[src/rtl/instr_enc_pkg.sv]
// +----------------------------------------------------------------------------+
// | instr_enc_pkg                                                              |
// | Shared types, opcode constants and pack/check/extract helpers for the     |
// | RV32I instruction encoder.                                                 |
// | Rev 1.0                                                                    |
// +----------------------------------------------------------------------------+
`default_nettype none

package instr_enc_pkg;

  typedef enum logic [2:0] {
    FMT_R = 3'd0,
    FMT_I = 3'd1,
    FMT_S = 3'd2,
    FMT_B = 3'd3,
    FMT_U = 3'd4,
    FMT_J = 3'd5
  } fmt_e;

  localparam logic [6:0] OP_IMM = 7'h13;
  localparam logic [6:0] LUI    = 7'h37;
  localparam logic [6:0] BRANCH = 7'h63;
  localparam logic [6:0] JAL    = 7'h6F;
  localparam logic [6:0] STORE  = 7'h23;
  localparam logic [6:0] OP     = 7'h33;

  // fmt kept as raw bits so the illegal codes 6/7 remain representable
  typedef struct packed {
    logic [2:0]  fmt;
    logic [6:0]  opcode;
    logic [4:0]  rd;
    logic [4:0]  rs1;
    logic [4:0]  rs2;
    logic [2:0]  funct3;
    logic [6:0]  funct7;
    logic [31:0] imm;
  } enc_req_t;

  function automatic logic [31:0] pack_word(input enc_req_t r);
    logic [31:0] w;
    w = 32'd0;
    case (r.fmt)
      FMT_R: w = {r.funct7, r.rs2, r.rs1, r.funct3, r.rd, r.opcode};
      FMT_I: w = {r.imm[11:0], r.rs1, r.funct3, r.rd, r.opcode};
      FMT_S: w = {r.imm[11:5], r.rs2, r.rs1, r.funct3, r.imm[4:0], r.opcode};
      FMT_B: w = {r.imm[12], r.imm[10:5], r.rs2, r.rs1, r.funct3,
                  r.imm[4:1], r.imm[11], r.opcode};
      FMT_U: w = {r.imm[31:12], r.rd, r.opcode};
      FMT_J: w = {r.imm[20], r.imm[10:1], r.imm[11], r.imm[19:12], r.rd, r.opcode};
      default: w = 32'd0;
    endcase
    return w;
  endfunction

  // A field is representable when every bit above the encoded range matches the sign
  function automatic logic imm_err(input enc_req_t r);
    logic e;
    e = 1'b0;
    case (r.fmt)
      FMT_R: e = 1'b0;
      FMT_I,
      FMT_S: e = !((&r.imm[31:11]) || !(|r.imm[31:11]));
      FMT_B: e = !((&r.imm[31:12]) || !(|r.imm[31:12])) || r.imm[0];
      FMT_U: e = |r.imm[11:0];
      FMT_J: e = !((&r.imm[31:20]) || !(|r.imm[31:20])) || r.imm[0];
      default: e = 1'b1;
    endcase
    return e;
  endfunction

  function automatic logic [31:0] extract_imm(input logic [2:0] fmt, input logic [31:0] w);
    logic [31:0] i;
    i = 32'd0;
    case (fmt)
      FMT_I: i = {{20{w[31]}}, w[31:20]};
      FMT_S: i = {{20{w[31]}}, w[31:25], w[11:7]};
      FMT_B: i = {{19{w[31]}}, w[31], w[7], w[30:25], w[11:8], 1'b0};
      FMT_U: i = {w[31:12], 12'd0};
      FMT_J: i = {{11{w[31]}}, w[31], w[19:12], w[20], w[30:21], 1'b0};
      default: i = 32'd0;
    endcase
    return i;
  endfunction

endpackage

`default_nettype wire

[src/rtl/enc_fifo.sv]
// +----------------------------------------------------------------------------+
// | enc_fifo                                                                   |
// | Synchronous FIFO carrying {word, err}; async active-low reset.            |
// | Rev 1.0                                                                    |
// +----------------------------------------------------------------------------+
`default_nettype none

module enc_fifo #(
  parameter int DEPTH = 2,
  parameter int WIDTH = 33
) (
  input  logic             clk,
  input  logic             rst_n,
  input  logic             push,
  input  logic [WIDTH-1:0] push_data,
  output logic             full,
  input  logic             pop,
  output logic [WIDTH-1:0] pop_data,
  output logic             empty
);

  localparam int AW = (DEPTH > 1) ? $clog2(DEPTH) : 1;
  localparam logic [AW:0] C_FULL = (AW+1)'(DEPTH);

  logic [WIDTH-1:0] r_mem [DEPTH];
  logic [AW-1:0]    r_wr_ptr;
  logic [AW-1:0]    r_rd_ptr;
  logic [AW:0]      r_count;
  logic             w_push_ok;
  logic             w_pop_ok;

  assign full      = (r_count == C_FULL);
  assign empty     = (r_count == '0);
  assign w_pop_ok  = pop && !empty;
  // A push into a full FIFO is legal only when the head leaves in the same cycle
  assign w_push_ok = push && (!full || w_pop_ok);
  assign pop_data  = r_mem[r_rd_ptr];

  always_ff @(posedge clk or negedge rst_n) begin
    if (!rst_n) begin
      for (int i = 0; i < DEPTH; i++) begin
        r_mem[i] <= '0;
      end
      r_wr_ptr <= '0;
      r_rd_ptr <= '0;
      r_count  <= '0;
    end else begin
      if (w_push_ok) begin
        r_mem[r_wr_ptr] <= push_data;
        r_wr_ptr        <= r_wr_ptr + AW'(1);
      end
      if (w_pop_ok) begin
        r_rd_ptr <= r_rd_ptr + AW'(1);
      end
      case ({w_push_ok, w_pop_ok})
        2'b10:   r_count <= r_count + (AW+1)'(1);
        2'b01:   r_count <= r_count - (AW+1)'(1);
        default: r_count <= r_count;
      endcase
    end
  end

endmodule

`default_nettype wire

[src/rtl/instr_encoder.sv]
// +----------------------------------------------------------------------------+
// | instr_encoder                                                              |
// | Packs decoded RV32I fields + immediate into an instruction word, with     |
// | range checking and an output FIFO. Optional round-trip self-check is      |
// | enabled by INSTR_ENC_ROUNDTRIP_CHK_EN.                                     |
// | Rev 1.0                                                                    |
// +----------------------------------------------------------------------------+
`default_nettype none

module instr_encoder
  import instr_enc_pkg::*;
#(
  parameter int FIFO_DEPTH = 2,
  parameter int CNT_W      = 16
) (
  input  logic             clk,
  input  logic             rst_n,
  input  logic             in_valid,
  output logic             in_ready,
  input  logic [2:0]       in_fmt,
  input  logic [6:0]       in_opcode,
  input  logic [4:0]       in_rd,
  input  logic [4:0]       in_rs1,
  input  logic [4:0]       in_rs2,
  input  logic [2:0]       in_funct3,
  input  logic [6:0]       in_funct7,
  input  logic [31:0]      in_imm,
  output logic             out_valid,
  input  logic             out_ready,
  output logic [31:0]      out_instr,
  output logic             out_err,
  output logic [CNT_W-1:0] err_count,
  output logic             rt_fail
);

  enc_req_t   w_req;
  logic       w_accept;
  logic       w_s1_adv;
  logic       w_fifo_full;
  logic       w_fifo_empty;
  logic       r_s1_valid;
  logic [31:0] r_s1_word;
  logic       r_s1_err;
  logic [CNT_W-1:0] r_err_count;

  assign w_req = '{fmt: in_fmt, opcode: in_opcode, rd: in_rd, rs1: in_rs1,
                   rs2: in_rs2, funct3: in_funct3, funct7: in_funct7, imm: in_imm};

  assign in_ready = !r_s1_valid || !w_fifo_full;
  assign w_accept = in_valid && in_ready;
  assign w_s1_adv = r_s1_valid && !w_fifo_full;

  always_ff @(posedge clk or negedge rst_n) begin
    if (!rst_n) begin
      r_s1_valid <= 1'b0;
      r_s1_word  <= 32'd0;
      r_s1_err   <= 1'b0;
    end else if (w_accept) begin
      r_s1_valid <= 1'b1;
      r_s1_word  <= pack_word(w_req);
      r_s1_err   <= imm_err(w_req);
    end else if (w_s1_adv) begin
      r_s1_valid <= 1'b0;
    end
  end

  always_ff @(posedge clk or negedge rst_n) begin
    if (!rst_n) begin
      r_err_count <= '0;
    end else if (w_s1_adv && r_s1_err && (r_err_count != '1)) begin
      r_err_count <= r_err_count + CNT_W'(1);
    end
  end

  assign err_count = r_err_count;
  assign out_valid = !w_fifo_empty;

  enc_fifo #(
    .DEPTH (FIFO_DEPTH),
    .WIDTH (33)
  ) u_fifo (
    .clk       (clk),
    .rst_n     (rst_n),
    .push      (w_s1_adv),
    .push_data ({r_s1_word, r_s1_err}),
    .full      (w_fifo_full),
    .pop       (out_ready),
    .pop_data  ({out_instr, out_err}),
    .empty     (w_fifo_empty)
  );

`ifdef INSTR_ENC_ROUNDTRIP_CHK_EN
  logic [2:0]  r_s1_fmt;
  logic [31:0] r_s1_imm;
  logic        r_rt_fail;
  logic [31:0] w_rt_imm;

  assign w_rt_imm = extract_imm(r_s1_fmt, r_s1_word);

  always_ff @(posedge clk or negedge rst_n) begin
    if (!rst_n) begin
      r_s1_fmt <= 3'd0;
      r_s1_imm <= 32'd0;
    end else if (w_accept) begin
      r_s1_fmt <= in_fmt;
      r_s1_imm <= in_imm;
    end
  end

  // Checked once per entry, as it leaves S1
  always_ff @(posedge clk or negedge rst_n) begin
    if (!rst_n) begin
      r_rt_fail <= 1'b0;
    end else if (w_s1_adv && !r_s1_err && (r_s1_fmt != FMT_R) && (w_rt_imm != r_s1_imm)) begin
      r_rt_fail <= 1'b1;
    end
  end

  assign rt_fail = r_rt_fail;
`else
  assign rt_fail = 1'b0;
`endif

endmodule

`default_nettype wire

[config.mk]
export PLATFORM = sky130hd
export DESIGN_NAME = instr_encoder
export DESIGN_NICKNAME = d
export VERILOG_FILES = /design/src/rtl/instr_enc_pkg.sv /design/src/rtl/enc_fifo.sv /design/src/rtl/instr_encoder.sv
export SDC_FILE = /design/constraint.sdc
export NUM_CORES = 1
export LEC_CHECK = 0
export ABC_CLOCK_PERIOD_IN_PS = 2000
export CAP_MARGIN = 20
export CORE_ASPECT_RATIO = 1.4
export CORE_MARGIN = 2
export CORE_UTILIZATION = 40
export DETAILED_ROUTE_END_ITERATION = 10
export PLACE_DENSITY = 0.8
export RECOVER_POWER = 50
export SYNTH_ARGS = -nofsm -noshare
export SYNTH_HDL_FRONTEND = slang
export SYNTH_HIERARCHICAL = 1
export SYNTH_SLANG_ARGS = --single-unit
[constraint.sdc]
create_clock -name clk -period 2 [get_ports clk]
set_clock_uncertainty 0.2 [all_clocks]
set_input_delay 0.2 -clock clk [delete_from_list [all_inputs] [get_ports clk]]
set_output_delay 0.2 -clock clk [all_outputs]
set_load 0.05 [all_outputs]
Word-level counts from Yosys, hierarchy flattened
Index checks and enable logic that the tools add are counted.

storage, ports and cells
  flip-flop bits (word level) = 120
  input bits = 71
  output and inout port bits = 52

cells by class
  add/sub/neg operators = 5
  order comparisons = 3
  equality and inequality tests = 9
  multiplexer cells = 11
  bitwise operators = 2
  reduce and logical (&&, ||, !) cells = 35

operators by type and width
  operator                                              count
  one-hot mux 32 bit (6 select lines)                   1
  2-to-1 mux 33 bit                                     4
  bitwise mux 66 bit                                    1
  demux 33 bit (select 1 bit)                           1
  OR reduction 12 bit                                   2
  AND reduction 21 bit                                  1
  OR reduction 21 bit                                   1
  AND reduction 20 bit                                  1
  OR reduction 20 bit                                   1
  adder 16 x 1 -> 16 bit (second input constant)        1
  inequality test 16 bit (second input constant)        1
  AND reduction 12 bit                                  1
  zero test 1 bit                                       9
  logical AND 1 bit                                     7
  logical OR 1 bit                                      7
  equality test 3 x 2 -> 1 bit (second input constant)  2
  equality test 3 bit (second input constant)           2
  one-hot mux 1 bit (5 select lines)                    1
  equality test 2 bit (second input constant)           2
  >= comparator 2 bit (second input constant)           2
  inverter 1 -> 2 bit                                   2
  one-hot mux 2 bit (2 select lines)                    1
  nonzero test 2 bit                                    2
  equality test 3 x 1 -> 1 bit (second input constant)  1
  other kinds (9)                                       11

Logic depth before layout (Yosys ltp)
Gate-level depths: netlist of the first run.

  depth after elaboration = 7
  gate-level depth with buffers = 7
  depth with buffers taken out = 7

Hierarchy
Netlist of the first run, hierarchy kept.

by module, submodules not included
  module         times used  cells an instance  area an instance (µm²)  sequential area each (µm²)
  enc_fifo       1           194                3071.7                  1751.7
  instr_encoder  1           293                2690.1                  1251.2

Least setup slack after synthesis of the first run
Ideal clock, no wire load.

  kind = reg2reg
  from = reg u_fifo.r_count[0]
  to = reg r_s1_err
  library setup time = 0.124 ns
  arrival = 1.862 ns
  data required time = 1.676 ns
  path slack = -0.186 ns
  cell stages (with the launch flop) = 8
  buffers on the path = 1
  clock period less this slack = 2.186 ns
  cell sequence = dfrtp_1 nor2b_1 nand2_1 and2_1 clkbuf_1 o221ai_1 a21oi_1 a211o_1

on the way
  cells in the longest elaborated chain, start to end = 4

ends and longest elaborated chain
  what                    line                 RTL
  from (decl)             enc_fifo.sv:28       logic [AW:0] r_count;
  from (signal assigned)  enc_fifo.sv:56       2'b10: r_count <= r_count + (AW+1)'(1);
  from (signal assigned)  enc_fifo.sv:57       2'b01: r_count <= r_count - (AW+1)'(1);
  from (signal assigned)  enc_fifo.sv:58       default: r_count <= r_count;
  equality test 2 bit     enc_fifo.sv:32       assign full = (r_count == C_FULL);
  named net w_fifo_full   instr_encoder.sv:39  logic w_fifo_full;
  zero test 1 bit         instr_encoder.sv:49  assign in_ready = !r_s1_valid || !w_fifo_full;
  logical OR 1 bit        instr_encoder.sv:49
  named net in_ready      instr_encoder.sv:19  output logic in_ready,
  logical AND 1 bit       instr_encoder.sv:50  assign w_accept = in_valid && in_ready;
  to (signal assigned)    instr_encoder.sv:61  r_s1_err <= imm_err(w_req);
  to (decl)               instr_encoder.sv:43  logic r_s1_err;

The timed path passes the listed nets, and every way through them passes these cells.
A chain may end at the register's enable or synchronous reset.

Worst setup path after layout of the first run
  from = reg u_fifo.r_count[1]
  to = reg u_fifo/r_mem[55] (netlist name)

on the way
  cells in the longest elaborated chain, start to end = 5
  elaborated cells on any way between the ends = 8
  classes of those cells = eq/ne (1); reduce/logical (7)

ends and longest elaborated chain
  what                             line            RTL
  zero test 2 bit                  enc_fifo.sv:33  assign empty = (r_count == '0);
  zero test 1 bit                  enc_fifo.sv:34  assign w_pop_ok = pop && !empty;
  logical AND 1 bit                enc_fifo.sv:34
  logical OR 1 bit                 enc_fifo.sv:36  assign w_push_ok = push && (!full || w_pop_ok);
  logical AND 1 bit *              enc_fifo.sv:36
  to (signal, indexed assignment)  enc_fifo.sv:49  r_mem[r_wr_ptr] <= push_data;
  to (decl)                        enc_fifo.sv:25  logic [WIDTH-1:0] r_mem [DEPTH];

Mark *: on every way between the ends. The rest lies on a longest branch, timed or not.

==> results by group, run 1 <==
Detailed routing
  • Drt wl/cell: 20.0 µm
  • Number of antenna-violating nets in the routed design: 0
  • Final wirelength: around 17,000 µm
  • Vias after detailed routing: around 4,800
  • Number of vias per cell after detailed routing: between 5 and 6
  • Number of iterations in the first detailed-routing pass: 6
  • DRC: 0
  • DRT iter0 DRCs: approximately 340

Global routing
  • Wire length of the first global-routing pass: 24,600 µm
  • Leftover overflow at the end of global routing: 0
  • Pin count of the biggest net entering global routing: 74
  • Most congested layer reported by global routing: met2
  • Initial antenna violation count: 1
  • Global routing usage summed across all routing layers: 0.201
  • Met3 Resource Use GR: 0.0429
  • Vias in the first global route: around 5,000
  • Met1 routing resource usage after global routing: 0.231
  • Met2 track demand over resource in global routing: 0.357

Yosys
  • Leading cell type by number of instances after synthesis: sky130_fd_sc_hd__dfrtp_1
  • Total nets after synthesis: between 500 and 600
  • Proportion of netlist area held by the largest area contributor: 0.521
  • Largest area contributor in the netlist: sky130_fd_sc_hd__dfrtp_1
  • Distinct cells, synth: 48
  • Count of mapped cells out of synthesis: between 400 and 500
  • Avg Cell Area, Syn: about 12 µm²
  • EDFF count, synth: 0
  • Commonest cells in the synthesized netlist: sky130_fd_sc_hd__dfrtp_1, sky130_fd_sc_hd__mux2_2, sky130_fd_sc_hd__nand2_1, sky130_fd_sc_hd__o21ai_0, sky130_fd_sc_hd__nor2_1
  • Yosys warns: 6
  • Part of the Yosys area used for sequential elements: 0.521
  • Netlist area before placement: 5760 µm²
  • Seq cells post-synth: 120
  • Proportion of synthesized flip-flops having asynchronous set or reset: 1.00
  • Main area contributors after synthesis: sky130_fd_sc_hd__dfrtp_1, sky130_fd_sc_hd__mux2_2, sky130_fd_sc_hd__nand2_1, sky130_fd_sc_hd__o21ai_0, sky130_fd_sc_hd__a22o_1
  • Post-synth top flop: sky130_fd_sc_hd__dfrtp_1

Critical path
  • Critical R2R Launch: u_fifo/r_count[1]
  • Signal arrival time at the worst endpoint: 2.16 ns
  • Start point of the critical path: u_fifo/r_count[1]
  • Classification of the worst setup path: reg -> reg
  • Endpoint of the lowest-slack register-to-register path: u_fifo/r_mem[55]
  • Sort of element at the start of the critical path: flip-flop
  • Crit. End Element: flip-flop
  • Worst path required time: ~2.1 ns
  • Slowest cell on crit path: sky130_fd_sc_hd__dfrtp_1
  • Number of cell instances on the worst register-to-register path: 7
  • Worst setup path end: u_fifo/r_mem[55]
  • Top fanout value on the critical path: 8
  • Slowest Stage Delay on Critical Path: around 0.4 ns
  • CP Cell Sequence: buf_4 -> buf_4 -> nor3b_4 -> nor3b_4 -> buf_12 -> clkbuf_16 -> mux2_2
  • Worst-case register-to-register setup slack: -0.08 ns

Finish
  • Storage cell area: about 3000 µm²
  • Post-Layout Inst Area: roughly 8600 µm²
  • Diodes inserted: 0
  • Total number of nets in the final design: between 700 and 800
  • Fill cell count: 1,025
  • Post-Layout Cell Count: 850
  • Multi-input gate area in the final layout: 2660 µm²
  • Signed area change from the synthesized netlist to the final layout: 50.1%
  • Fraction of final layout cells sized beyond drive strength 1: 0.362

Status
  • Result of the run: complete, but fails checks
  • Failing checks: negative setup slack

STA
  • Transition time of the tightest slew-check pin: about 0.99 ns
  • Number of max-slew violations in the final report: 0
  • Period utilization: 1.04
  • Worst path setup slack after routing: -0.0781 ns
  • Final Hold Vio Count: 0
  • Setup repair after global routing missed its margin: true
  • Number of endpoints failing setup at the final stage: 33
  • Smallest hold slack: 0.196 ns
  • Final min period: slightly above 2 ns
  • Headroom to the max-slew limit: 0.337
  • Final setup TNS: -1.79 ns
  • Max frequency: 481 MHz

Placement
  • I/O Buffers: around 120
  • Post-placement cell count: 806
  • Gpl congestion: just under 0.9
  • Post-DP HPWL: 11,100 µm
  • Total placed instance area: roughly 7800 µm²

Floorplan
  • Initial Util: 0.412
  • Chip Height: between 100 and 150 µm
  • Die Wd: 105 µm
  • Die Outline Area: about 15,000 µm²
  • Top-Level Pins: 123
  • Total core area: 14,000 µm²
  • Number of rows in the core area: a little over 50

Clocking
  • Worst-case clock buffer depth: 2
  • Htree depth: 4
  • Root buf cell: sky130_fd_sc_hd__clkbuf_16
  • Total clock buffers created by CTS: 17
  • CTS tree: done
  • Clock sink count: 120
  • Worst-Skew Late Latency: approximately 0.4 ns
  • Reg clk slew, reported paths: 0.06 ns

Power
  • Relative contribution of the clock network to total power: 0.209
  • Sw Pwr: between 5 and 6 mW
  • PwrDens: about 1700 nW/µm²
  • Combinational cell fraction of total power: 0.526
  • Internal portion of total power: 9.38 mW
  • Worst ir drop on vdd: between 1 and 1.5 mV
  • Sequential group share of total power: 0.265
  • Power Total: around 15 mW
  • Leak: roughly 3.8 nW
  • Switching Share: 0.372

Min path
  • Cell count of the worst hold path: 2
  • Worst hold-check path type: in -> reg

Job
  • Max Cap Viol: 0
## cell families after synthesis
| logic type | after synthesis | synth area share |
|---|---|---|
| muxes | 109 | 0.211 |
| buffers and inverters | 33 | 0.0297 |
| DFF | 120 | 0.521 |
| AOI/OAI and AO/OA | 76 | 0.0860 |
| adders and majority gates | 2 | 0.00434 |
| and+or+nand+nor | 127 | 0.118 |
| other | 1 | 0.000651 |
| xor gates and xnor gates | 19 | 0.0289 |
## flip-flops by register name (all words and copies together) (netlist names)
signal	flops
err_count	16
r_s1_err	1
r_s1_valid	1
r_s1_word	32
u_fifo/r_count	2
u_fifo/r_mem	66
u_fifo/r_rd_ptr	1
u_fifo/r_wr_ptr	1
## cell usage in the layout, fill, tap and decap left out, types with 5 or more instances in the layout
master and instances:
sky130_fd_sc_hd__a21oi_1 12, sky130_fd_sc_hd__a221oi_1 6, sky130_fd_sc_hd__a22o_1 11, sky130_fd_sc_hd__a22oi_1 9, sky130_fd_sc_hd__buf_12 40, sky130_fd_sc_hd__buf_4 39
sky130_fd_sc_hd__clkbuf_16 22, sky130_fd_sc_hd__clkbuf_8 5, sky130_fd_sc_hd__clkdlybuf4s50_1 69, sky130_fd_sc_hd__dfrtp_1 111, sky130_fd_sc_hd__dfrtp_2 9, sky130_fd_sc_hd__dlygate4sd2_1 14
sky130_fd_sc_hd__mux2_1 6, sky130_fd_sc_hd__mux2_2 90, sky130_fd_sc_hd__mux2_4 5, sky130_fd_sc_hd__mux2i_1 8, sky130_fd_sc_hd__nand2_1 34, sky130_fd_sc_hd__nand3_1 8
sky130_fd_sc_hd__nand4_1 9, sky130_fd_sc_hd__nor2_1 25, sky130_fd_sc_hd__nor2b_1 13, sky130_fd_sc_hd__nor3_1 5, sky130_fd_sc_hd__nor4_1 7, sky130_fd_sc_hd__o21ai_0 26
sky130_fd_sc_hd__xnor2_1 8, sky130_fd_sc_hd__xor2_1 11
## routing by layer
| metal | vias to the layer above | wire, µm |
|---|---|---|
| met5 | - | 13 |
| met4 | 2 | 501 |
| met3 | 48 | 884 |
| met2 | 231 | 9100 |
| met1 | 2412 | 6530 |
| li1 | 2089 | - |
## power groups by stage
stage                     combinational (mW)  clock (mW)  sequential [mW]
final                                   7.85        3.13             3.96
after global routing                    8.14        3.30             4.05
after CTS                               7.26        3.17             3.90
after detailed placement                7.27           0             3.93
after global placement                  7.12           0             3.83
after floorplan                         4.04           0             3.94
## critical path, delay by kind of cell (launching register included)
family                 cells  cell delay (ns)
buffers and inverters      4             0.62
DFF                        1             0.39
and+or+nand+nor            2             0.41
muxes                      1             0.34
## cell type report
| cell class | instances | area share |
|---|---|---|
| Multi-Input combinational cell | 334 | 0.308 |
| Inverter | 5 | 0.00217 |
| Tap cell | 185 | 0.0268 |
| Sequential cell | 120 | 0.349 |
| Clock buffer | 23 | 0.0576 |
| Clock inverter | 8 | 0.0136 |
| Timing Repair Buffer | 175 | 0.244 |
## worst min path at each step
stage / startpoint / endpoint
2_1_floorplan: rst_n / err_count[0]
4_1_cts: rst_n / err_count[2]
3_3_place_gp: rst_n / u_fifo/r_mem[22]
6_report: in_opcode[0] / r_s1_word[0]
5_1_grt: in_opcode[0] / r_s1_word[0]
3_5_place_dp: rst_n / u_fifo/r_mem[55]
## repair_timing
action,CTS,global route
pin swaps,0,1
endpoints found under the hold margin,120,0
endpoints found under the setup margin,76,105
gates resized for setup,15,17
cloned,0,7
hold buffers,2,0
setup buffers,0,4
## through the flow
step / util / setup slack (ns)
after floorplan: - / 0.00234
after CTS: 0.602 / 0.00384
final: 0.619 / -0.0781
after detailed placement: 0.557 / -0.166
after global routing: 0.619 / -0.0986
after global placement: 0.557 / -0.157
Power figures use the tool's default switching activity.
==> inputs of run 2 (changes only) <==
Settings changed: SLEW_MARGIN from default to 15.
==> results of run 2 <==
Final layout, timing and power as in run 1 (identical DEF).
==> inputs of run 3 (changes only) <==
Settings changed: GPL_ROUTABILITY_DRIVEN from default to 1.
==> results of run 3 <==
Final layout, timing and power as in run 1 (identical DEF).
